**config.mk**
```make
export PLATFORM = sky130hd
export DESIGN_NAME = gate_multi_fault_array
export DESIGN_NICKNAME = d
export VERILOG_FILES = /design/src/rtl/fault_gate_pkg.sv /design/src/rtl/fault_lfsr.sv /design/src/rtl/gate_multi_fault_array.sv
export SDC_FILE = /design/constraint.sdc
export NUM_CORES = 1
export LEC_CHECK = 0
export ABC_CLOCK_PERIOD_IN_PS = 2900
export BUFFER_PORTS_ARGS = -buffer_cell sky130_fd_sc_hd__buf_4
export CORE_UTILIZATION = 29
export CTS_BUF_LIST = sky130_fd_sc_hd__clkbuf_8
export DETAILED_ROUTE_END_ITERATION = 16
export GPL_ROUTABILITY_DRIVEN = 0
export PLACE_DENSITY = 0.48
export SKIP_LAST_GASP = 1
export SLEW_MARGIN = 20
export SYNTH_ARGS = -nofsm -noshare
export SYNTH_HDL_FRONTEND = slang
export SYNTH_SLANG_ARGS = --single-unit
```
**constraint.sdc**
```tcl
create_clock -name clk -period 2.9 [get_ports clk]
set_input_delay 0 -clock clk [delete_from_list [all_inputs] [get_ports clk]]
set_output_delay 0 -clock clk [all_outputs]
set_load 0.01 [all_outputs]
```
**src/rtl/fault_gate_pkg.sv**
```systemverilog
`default_nettype none
// ============================================================================
// Module   : fault_gate_pkg
// Brief    : Shared types and constants for the faulty multi-input gate array:
//            evaluation modes, default LFSR seed and maximal-length tap masks.
// Revision : 1.0 - initial release
// ============================================================================
package fault_gate_pkg;

   typedef enum logic [1:0] {
      MODE_PROP = 2'b00,
      MODE_AND  = 2'b01,
      MODE_OR   = 2'b10,
      MODE_MAJ  = 2'b11
   } mode_e;

   localparam logic [31:0] DEFAULT_SEED = 32'h0000_ACE1;

   // Right-shift Galois feedback masks; bit (t-1) is set for each tap t of a
   // primitive polynomial. Only widths 8..32 are meaningful.
   function automatic logic [31:0] lfsr_taps(input int width);
      logic [31:0] taps;
      case (width)
         8:       taps = 32'h0000_00B8;
         9:       taps = 32'h0000_0110;
         10:      taps = 32'h0000_0240;
         11:      taps = 32'h0000_0500;
         12:      taps = 32'h0000_0829;
         13:      taps = 32'h0000_100D;
         14:      taps = 32'h0000_2015;
         15:      taps = 32'h0000_6000;
         16:      taps = 32'h0000_D008;
         17:      taps = 32'h0001_2000;
         18:      taps = 32'h0002_0400;
         19:      taps = 32'h0004_0023;
         20:      taps = 32'h0009_0000;
         21:      taps = 32'h0014_0000;
         22:      taps = 32'h0030_0000;
         23:      taps = 32'h0042_0000;
         24:      taps = 32'h00E1_0000;
         25:      taps = 32'h0120_0000;
         26:      taps = 32'h0200_0023;
         27:      taps = 32'h0400_0013;
         28:      taps = 32'h0900_0000;
         29:      taps = 32'h1400_0000;
         30:      taps = 32'h2000_0029;
         31:      taps = 32'h4800_0000;
         32:      taps = 32'h8020_0003;
         default: taps = 32'h0000_0000;
      endcase
      return taps;
   endfunction

endpackage
`default_nettype wire

```
**src/rtl/fault_lfsr.sv**
```systemverilog
`default_nettype none
// ============================================================================
// Module   : fault_lfsr
// Brief    : Free-running right-shift Galois LFSR, reloaded with SEED on reset.
//            A nonzero seed keeps the register out of the all-zero lock state.
// Revision : 1.0 - initial release
// ============================================================================
module fault_lfsr
   import fault_gate_pkg::*;
#(
   parameter int          WIDTH = 16,
   parameter logic [31:0] SEED  = DEFAULT_SEED
) (
   input  logic             clk,
   input  logic             reset,
   output logic [WIDTH-1:0] state
);

   localparam logic [31:0]      TAPS_FULL = lfsr_taps(WIDTH);
   localparam logic [WIDTH-1:0] TAPS      = TAPS_FULL[WIDTH-1:0];
   localparam logic [WIDTH-1:0] SEED_W    = SEED[WIDTH-1:0];

   logic [WIDTH-1:0] state_q;
   logic [WIDTH-1:0] state_d;

   // Galois step: shift right, fold the outgoing bit back through the taps
   always_comb begin
      state_d = {1'b0, state_q[WIDTH-1:1]} ^ (state_q[0] ? TAPS : '0);
   end

   // State register; advances every cycle outside reset
   always_ff @(posedge clk) begin
      if (reset) begin
         state_q <= SEED_W;
      end else begin
         state_q <= state_d;
      end
   end

   assign state = state_q;

endmodule
`default_nettype wire

```
**src/rtl/gate_multi_fault_array.sv**
```systemverilog
`default_nettype none
// ============================================================================
// Module   : gate_multi_fault_array
// Brief    : Array of faulty multi-input gates sharing one LFSR. Each channel
//            reduces its inputs by mode and, on its fault strobe, may latch
//            its output high; emits a fire pulse and a saturating count.
// Revision : 1.0 - initial release
// ============================================================================
module gate_multi_fault_array
   import fault_gate_pkg::*;
#(
   parameter int          CHANNELS    = 4,
   parameter int          INPUT_COUNT = 2,
   parameter int          LFSR_W      = 16,
   parameter logic [31:0] SEED        = DEFAULT_SEED,
   parameter int          CNT_W       = 8
) (
   input  logic                            clk,
   input  logic                            reset,
   input  logic                            logic_reset,
   input  logic [1:0]                      mode,
   input  logic [CHANNELS*INPUT_COUNT-1:0] in,
   input  logic [CHANNELS-1:0]             fault_in,
   output logic [CHANNELS-1:0]             out,
   output logic [CHANNELS-1:0]             fire_pulse,
   output logic [CHANNELS*CNT_W-1:0]       fire_count,
   output logic [LFSR_W-1:0]               lfsr_state
);

   localparam int                 ONES_W  = $clog2(INPUT_COUNT + 1);
   // Product width chosen so ones*STEP can never truncate
   localparam int                 PROD_W  = LFSR_W + ONES_W;
   localparam logic [63:0]        STEP_64 = ((64'd1 << LFSR_W) - 64'd1) / 64'(INPUT_COUNT);
   localparam logic [PROD_W-1:0]  STEP    = STEP_64[PROD_W-1:0];
   localparam logic [ONES_W-1:0]  FULL    = ONES_W'(INPUT_COUNT);
   localparam logic [CNT_W-1:0]   CNT_MAX = '1;

   logic [LFSR_W-1:0] lfsr_cur;

   fault_lfsr #(
      .WIDTH (LFSR_W),
      .SEED  (SEED)
   ) u_lfsr (
      .clk   (clk),
      .reset (reset),
      .state (lfsr_cur)
   );

   assign lfsr_state = lfsr_cur;

   for (genvar c = 0; c < CHANNELS; c++) begin : g_ch
      // Channels spread their samples around the LFSR by rotation
      localparam int ROT = (c * LFSR_W / CHANNELS) % LFSR_W;

      logic [INPUT_COUNT-1:0] bits;
      logic [LFSR_W-1:0]      r;
      logic [ONES_W-1:0]      ones;
      logic                   hit;
      logic                   set;
      logic                   out_q,   out_d;
      logic                   pulse_q, pulse_d;
      logic [CNT_W-1:0]       cnt_q,   cnt_d;

      assign bits = in[c*INPUT_COUNT +: INPUT_COUNT];

      // Random sample, popcount and mode reduction into a single hit bit
      always_comb begin
         r    = '0;
         ones = '0;
         hit  = 1'b0;
         for (int i = 0; i < LFSR_W; i++) begin
            r[(i + ROT) % LFSR_W] = lfsr_cur[i];
         end
         for (int i = 0; i < INPUT_COUNT; i++) begin
            ones = ones + ONES_W'(bits[i]);
         end
         case (mode_e'(mode))
            MODE_PROP: begin
               if (ones == '0) begin
                  hit = 1'b0;
               end else if (ones == FULL) begin
                  hit = 1'b1;
               end else begin
                  hit = (PROD_W'(r) < (PROD_W'(ones) * STEP));
               end
            end
            MODE_AND: hit = (ones == FULL);
            MODE_OR:  hit = (ones != '0);
            MODE_MAJ: hit = ({ones, 1'b0} > {1'b0, FULL});
            default:  hit = 1'b0;
         endcase
      end

      // Latch/clear decision; a same-cycle logic_reset drops any set
      always_comb begin
         set     = fault_in[c] & hit & ~out_q & ~logic_reset;
         out_d   = out_q;
         pulse_d = 1'b0;
         cnt_d   = cnt_q;
         if (logic_reset) begin
            out_d = 1'b0;
         end else if (set) begin
            out_d   = 1'b1;
            pulse_d = 1'b1;
            if (cnt_q != CNT_MAX) begin
               cnt_d = cnt_q + CNT_W'(1);
            end
         end
      end

      // Channel state registers
      always_ff @(posedge clk) begin
         if (reset) begin
            out_q   <= 1'b0;
            pulse_q <= 1'b0;
            cnt_q   <= '0;
         end else begin
            out_q   <= out_d;
            pulse_q <= pulse_d;
            cnt_q   <= cnt_d;
         end
      end

      assign out[c]                       = out_q;
      assign fire_pulse[c]                = pulse_q;
      assign fire_count[c*CNT_W +: CNT_W] = cnt_q;
   end

endmodule
`default_nettype wire
```
# After elaboration in Yosys (flattened, before gate mapping)
# Cells that the tools add are included.
[op_classes]
addsub = 8
reduce_logical = 14
n_mux = 17
n_eq_ne = 11
order_cmp = 8
n_bitwise = 18
mul = 4
[ops]
columns = ["op", "n"]
rows = [
  ["$lt 16x17->1", 4],
  ["$mul 2x15->17 const B", 4],
  ["$add 8x1->8 const B", 4],
  ["$ne 8x8->1 const B", 4],
  ["$mux 16", 1],
  ["$pmux 1 s4", 4],
  ["$xor 15x16->16", 1],
  ["$and 1x1->1", 12],
  ["$eq 2x2->1 const B", 6],
  ["$gt 3x2->1 const B", 4],
  ["$mux 1", 12],
  ["$reduce_and 3->1", 4],
  ["$logic_not 2->1", 5],
  ["$add 1x1->2", 4],
  ["$reduce_bool 2->1", 4],
  ["$not 1->1", 5],
  ["$eq 2x1->1 const B", 1],
  ["$reduce_or 2->1", 1],
]
[word_totals]
output_inout_bits = 56
register_bits = 56
wordCells = 93
inputBits = 17

# Logic depth before layout (Yosys ltp)
[logic_depth]
depth_word = 10
depth_mapped = 10
mapped_depth_nobuf = 9

# By module
# From an unflattened synthesis, not the netlist that was laid out.
[unflattened]
hier_cells = 459
hier_area_um2 = 4135.2
[modules_own_cells]
columns = ["module", "seq_area_each_um2", "area_each_um2", "cells_per_inst", "instances"]
rows = [
  ["gate_multi_fault_array", 800.8, 3574.7, 410, 1],
  ["fault_lfsr", 320.3, 560.5, 49, 1],
]

# Least setup slack after synthesis
# OpenSTA, ideal clock, no wires.
[synth_path]
path_kind = "input to register"
start = "input in[2]"
end = "register g_ch[1].cnt_q[0]"
required_time_ps = 2777
arrival_time_ps = 2084
n_path_buf = 1
slack_ps = 693
setup_ps = 123
cell_stages = 10
path_cell_list = "inv_1 > ha_1 > ha_1 > a211oi_1 > a211oi_1 > and4bb_2 > o21ai_2 > buf_2 > nor2_1 > mux2_1"
[synth_via]
elab_chain_len = 10
elab_cells_between_ends = 14
classes_between = "add/sub (1); mul (1); order compare (2); eq/ne (1); mux (3); bitwise (3); reduce/logical (3)"
[synth_rtl]
columns = ["element", "line_no", "text"]
rows = [
  ["start, declared", "gate_multi_fault_array.sv:22", "input logic [CHANNELS*INPUT_COUNT-1:0] in,"],
  ["$add 1x1->2 *", "gate_multi_fault_array.sv:75", "ones = ones + ONES_W'(bits[i]);"],
  ["$mul 2x15->17", "gate_multi_fault_array.sv:84", "hit = (PROD_W'(r) < (PROD_W'(ones) * STEP));"],
  ["$lt 16x17->1", "gate_multi_fault_array.sv:84", ""],
  ["$mux 1", "gate_multi_fault_array.sv:81", "end else if (ones == FULL) begin"],
  ["$mux 1", "gate_multi_fault_array.sv:79", "if (ones == '0) begin"],
  ["$pmux 1 s4 *", "gate_multi_fault_array.sv:77", "case (mode_e'(mode))"],
  ["$and 1x1->1 * (3 in a row)", "gate_multi_fault_array.sv:96", "set = fault_in[c] & hit & ~out_q & ~logic_reset;"],
  ["$reduce_and 3->1 (no source line) *", "-", ""],
  ["end signal, assigned", "gate_multi_fault_array.sv:120", "cnt_q <= cnt_d;"],
  ["end, declared", "gate_multi_fault_array.sv:62", "logic [CNT_W-1:0] cnt_q, cnt_d;"],
]
# Every way passes the cells marked *; elsewhere a longest branch is shown, timed or not.
# A chain may end at the register's enable or synchronous reset.

# Worst setup path after layout
[layout_path]
start = "register u_lfsr.state_q[0], in the netlist u_lfsr.state[0]"
end = "register g_ch[2].cnt_q[7]"
[layout_via]
elab_chain_len = 8
[layout_rtl]
columns = ["element", "line_no", "text"]
rows = [
  ["start, declared", "fault_lfsr.sv:23", "logic [WIDTH-1:0] state_q;"],
  ["start signal, assigned", "fault_lfsr.sv:36", "state_q <= state_d;"],
  ["$lt 16x17->1", "gate_multi_fault_array.sv:84", ""],
  ["$mux 1", "gate_multi_fault_array.sv:81", ""],
  ["$mux 1", "gate_multi_fault_array.sv:79", ""],
  ["$pmux 1 s4", "gate_multi_fault_array.sv:77", ""],
  ["$and 1x1->1 (3 in a row)", "gate_multi_fault_array.sv:96", ""],
  ["$reduce_and 3->1 (no source line)", "-", ""],
  ["end signal, assigned", "gate_multi_fault_array.sv:120", ""],
  ["end, declared", "gate_multi_fault_array.sv:62", ""],
]
# Every way passes these cells.

==> flow_summary.toml <==
[floorplan]
row_count = 42
dieHeight_um = 120
dieWidth_um = 120
io_pins = 73
die_area_um2 = 14400
coreArea_um2 = 13400
start_util_pct = 30.1

[sta]
clock.fmax_mhz = 369
clock_skew_ns = 0.00480
drv_slew = 0
hold_violations = 0
worst_slew_pin_slew_ns = 0.964
slew-limit-headroom_pct = 35.4
setup_viol = 0
period_share_pct = 93.3
rsz0062_at_grt = "false"
fin_setup_tns_ns = 0
period_minus_slack_ns = 2.71

[power]
ir_drop_mv = 0.224
total_power_uw = 1660
power.static_leakage_uw = 0.00209
pwr_density_cell_nw_per_um2 = 350

[setup_path]
worst-setup-path-type = "reg2reg"
path_cells = "ha_1 -> and4_1 -> a221o_1 -> nor2_1 -> a31oi_1 -> or4_1 -> a21oi_1"
arrival_ns = 2.97
crit_slowest_cell = "dfxtp_1"
critical_path.max_stage_delay_ns = 0.61
cp_max_fo = 14
cp_top_family = "simple AND/OR/NAND/NOR gates"
worstPathRequired_ns = 3.17
cp-end-kind = "register"
critPathBufInv = 0
start_kind = "register"

[drt]
vias_per_cell = 5.15
dr.pass1.iters = 4
routed_wl_um = 10800
wl_per_cell_um = 15.6
drtIter0Drc = 176
routed-via-count = 3568
drc = 0
antenna_left = 0

[clock_network]
clock_latency_ns = 0.33
cts_tree = "yes"
root_buffer = "clkbuf_8"
htreeDepth = 2
cts_made_buffers = 5
cts_num_sinks = 56
cts_resized = 0
cts_buffer_depth = 2
clkTransAtPathRegs_ns = 0.11

[placement]
hpwl_um = 8080
numPortBuffers = 72

[layout]
final_layout_size_suffix_gt1_share_pct = 19.7
utilization_pct = 35.4
final_nets = 605
n_fill_cell = 1424
diodes = 0
area_growth_syn_to_layout_pct = 17.6

[synth]
ys.warnings.count = 0
yosysSeqAreaShare_pct = 27.8
ys_ff_latch = 56
synth_nets = 549
ys.flop_type = "dfxtp_1"
ys_async_sr_fraction_pct = 0
syn_avg_cell_area_um2 = 8.76
synth_area_um2 = 4030
synth.distinct_cells = 59
synth-edff-count = 0
syn_inst = 460

[grt]
grt_use_total_pct = 15.7
grt_pass1_vias = 3512
grt_pass1_wl_um = 17800
overflow = 0
grt_max_degree = 53
antenna_found_initial = 0

[worst_hold_path]
min_path_type = "in2reg"

[status]
status = "finished clean"

[flow_run]
drv_cap = 0
## routing by layer
metal	vias to the layer above	GRT usage (%)	wire, um
li1	1813	-	-
met1	1675	20.2	5130
met2	64	25.6	4960
met3	16	3.18	497
met4	0	6.33	238
met5	-	0	0
## cells in the mapped netlist (4+ instances only)
| library cell | n | area share (%) |
|---|---|---|
| a211oi_1 | 7 | 1.3 |
| ha_1 | 72 | 22 |
| o21ai_0 | 22 | 2.7 |
| nand3b_1 | 4 | 0.74 |
| buf_4 | 21 | 3.9 |
| and3_1 | 5 | 0.78 |
| o31ai_1 | 7 | 1.3 |
| a21o_1 | 6 | 1.1 |
| nand3_1 | 20 | 2.5 |
| o311ai_0 | 4 | 0.87 |
| nor2b_1 | 10 | 1.6 |
| o41ai_1 | 4 | 0.87 |
| nand4_1 | 13 | 2.0 |
| a31oi_1 | 4 | 0.62 |
| a211o_1 | 4 | 0.87 |
| nand2_1 | 17 | 1.6 |
| nor3_1 | 8 | 0.99 |
| or4_1 | 10 | 1.9 |
| inv_1 | 28 | 2.6 |
| nor2_1 | 24 | 2.2 |
| or2b_1 | 4 | 0.74 |
| or2_2 | 9 | 1.4 |
| dfxtp_1 | 56 | 28 |
| clkbuf_1 | 4 | 0.37 |
| nand2b_1 | 5 | 0.78 |
| or3_1 | 8 | 1.2 |
| a21oi_1 | 34 | 4.2 |
## area by class of cell
cell class / count / area [um2] / area share (%)
multi-input combinational: 347 / 2610 / 55.1
sequential: 56 / 1120 / 23.6
timing repair buffer: 78 / 588 / 12.4
tap: 176 / 220 / 4.64
inverter: 28 / 105 / 2.22
clock buffer: 6 / 82.6 / 1.74
clock inverter: 2 / 11.3 / 0.237
## stage by stage
step / instance area (um2) / instances / setup slack (ns) / hold slack, ns
finish: 4740 / 693 / 0.193 / 0.147
global route: 4740 / 693 / 0.0154 / 0.167
CTS: 4740 / 693 / 0.216 / 0.137
detailed placement: 4640 / 684 / 0.0950 / 0.277
global placement: 4640 / 684 / 0.202 / 0.266
floorplan: 4030 / 460 / 0.693 / 0.0793
## repair_timing
action | CTS | global route
setup buffers | 0 | 0
hold buffers | 1 | 0
hold endpoints to repair | 2 | 0
## worst register-to-register path, stage by stage, from the launching register on
cell     delay, ns
dfxtp_1       0.61
ha_1          0.34
and4_1        0.23
a221o_1       0.30
nor2_1        0.09
a31oi_1       0.33
or4_1         0.60
a21oi_1       0.14
## sequential cells by signal, indices dropped and copies added, names as in the netlist
| register | flops |
|---|---|
| g_ch.out_q | 4 |
| u_lfsr.state | 16 |
| g_ch.cnt_q | 32 |
| g_ch.pulse_q | 4 |
## cells in the final DEF, fill, tap and decap left out, types with 3 or more instances in the layout
master,Yosys,routed
buf_4,21,77
ha_1,72,72
dfxtp_1,56,56
a21oi_1,34,34
inv_1,28,29
nor2_1,24,24
o21ai_0,22,22
nand3_1,20,20
nand2_1,17,17
nand4_1,13,13
nor2b_1,10,10
or4_1,10,10
or2_2,9,9
nor3_1,8,8
or3_1,8,8
a211oi_1,7,7
o31ai_1,7,7
a21o_1,6,6
clkbuf_8,0,6
nand2b_1,5,5
and3_1,5,5
a211o_1,4,4
a31oi_1,4,4
nand3b_1,4,4
or2b_1,4,4
o311ai_0,4,4
o41ai_1,4,4
o2111ai_1,3,3
a41oi_1,3,3
o21a_1,3,3
xnor2_1,3,3
## power by group
group	leakage, uW	total, uW	internal [uW]	switching, uW
Sequential	0.000456	839	792	46.9
Clock	0.0000486	473	192	281
Combinational	0.00158	350	163	187
## path summary, 6_finish.rpt
path              slack (ns)                            end  depth (start not counted)                       start
setup reg to reg        0.19  g_ch[2].cnt_q[7]$_SDFFE_PP0P_                          7  u_lfsr.state[0]$_SDFF_PP1_
setup / recovery        0.19  g_ch[2].cnt_q[7]$_SDFFE_PP0P_                          7  u_lfsr.state[0]$_SDFF_PP1_
hold reg to reg         0.49     g_ch[1].out_q$_SDFFE_PP0P_                          2  g_ch[1].out_q$_SDFFE_PP0P_
hold / removal          0.15    u_lfsr.state[14]$_SDFF_PP0_                          2                       reset
## kinds of logic (layout without fill, tap and decap cells)
kind of cell    after synthesis  after routing  synth area share (%)
buf+inv                      57            114                  7.36
simple gates                150            150                  21.2
xor+xnor                      4              4                 0.869
flops                        56             56                  27.8
fa+ha+maj                    72             72                  22.3
mux                           5              5                  1.33
compound gates              116            116                  19.1
Note: power is estimated with default switching activity, not from simulation.
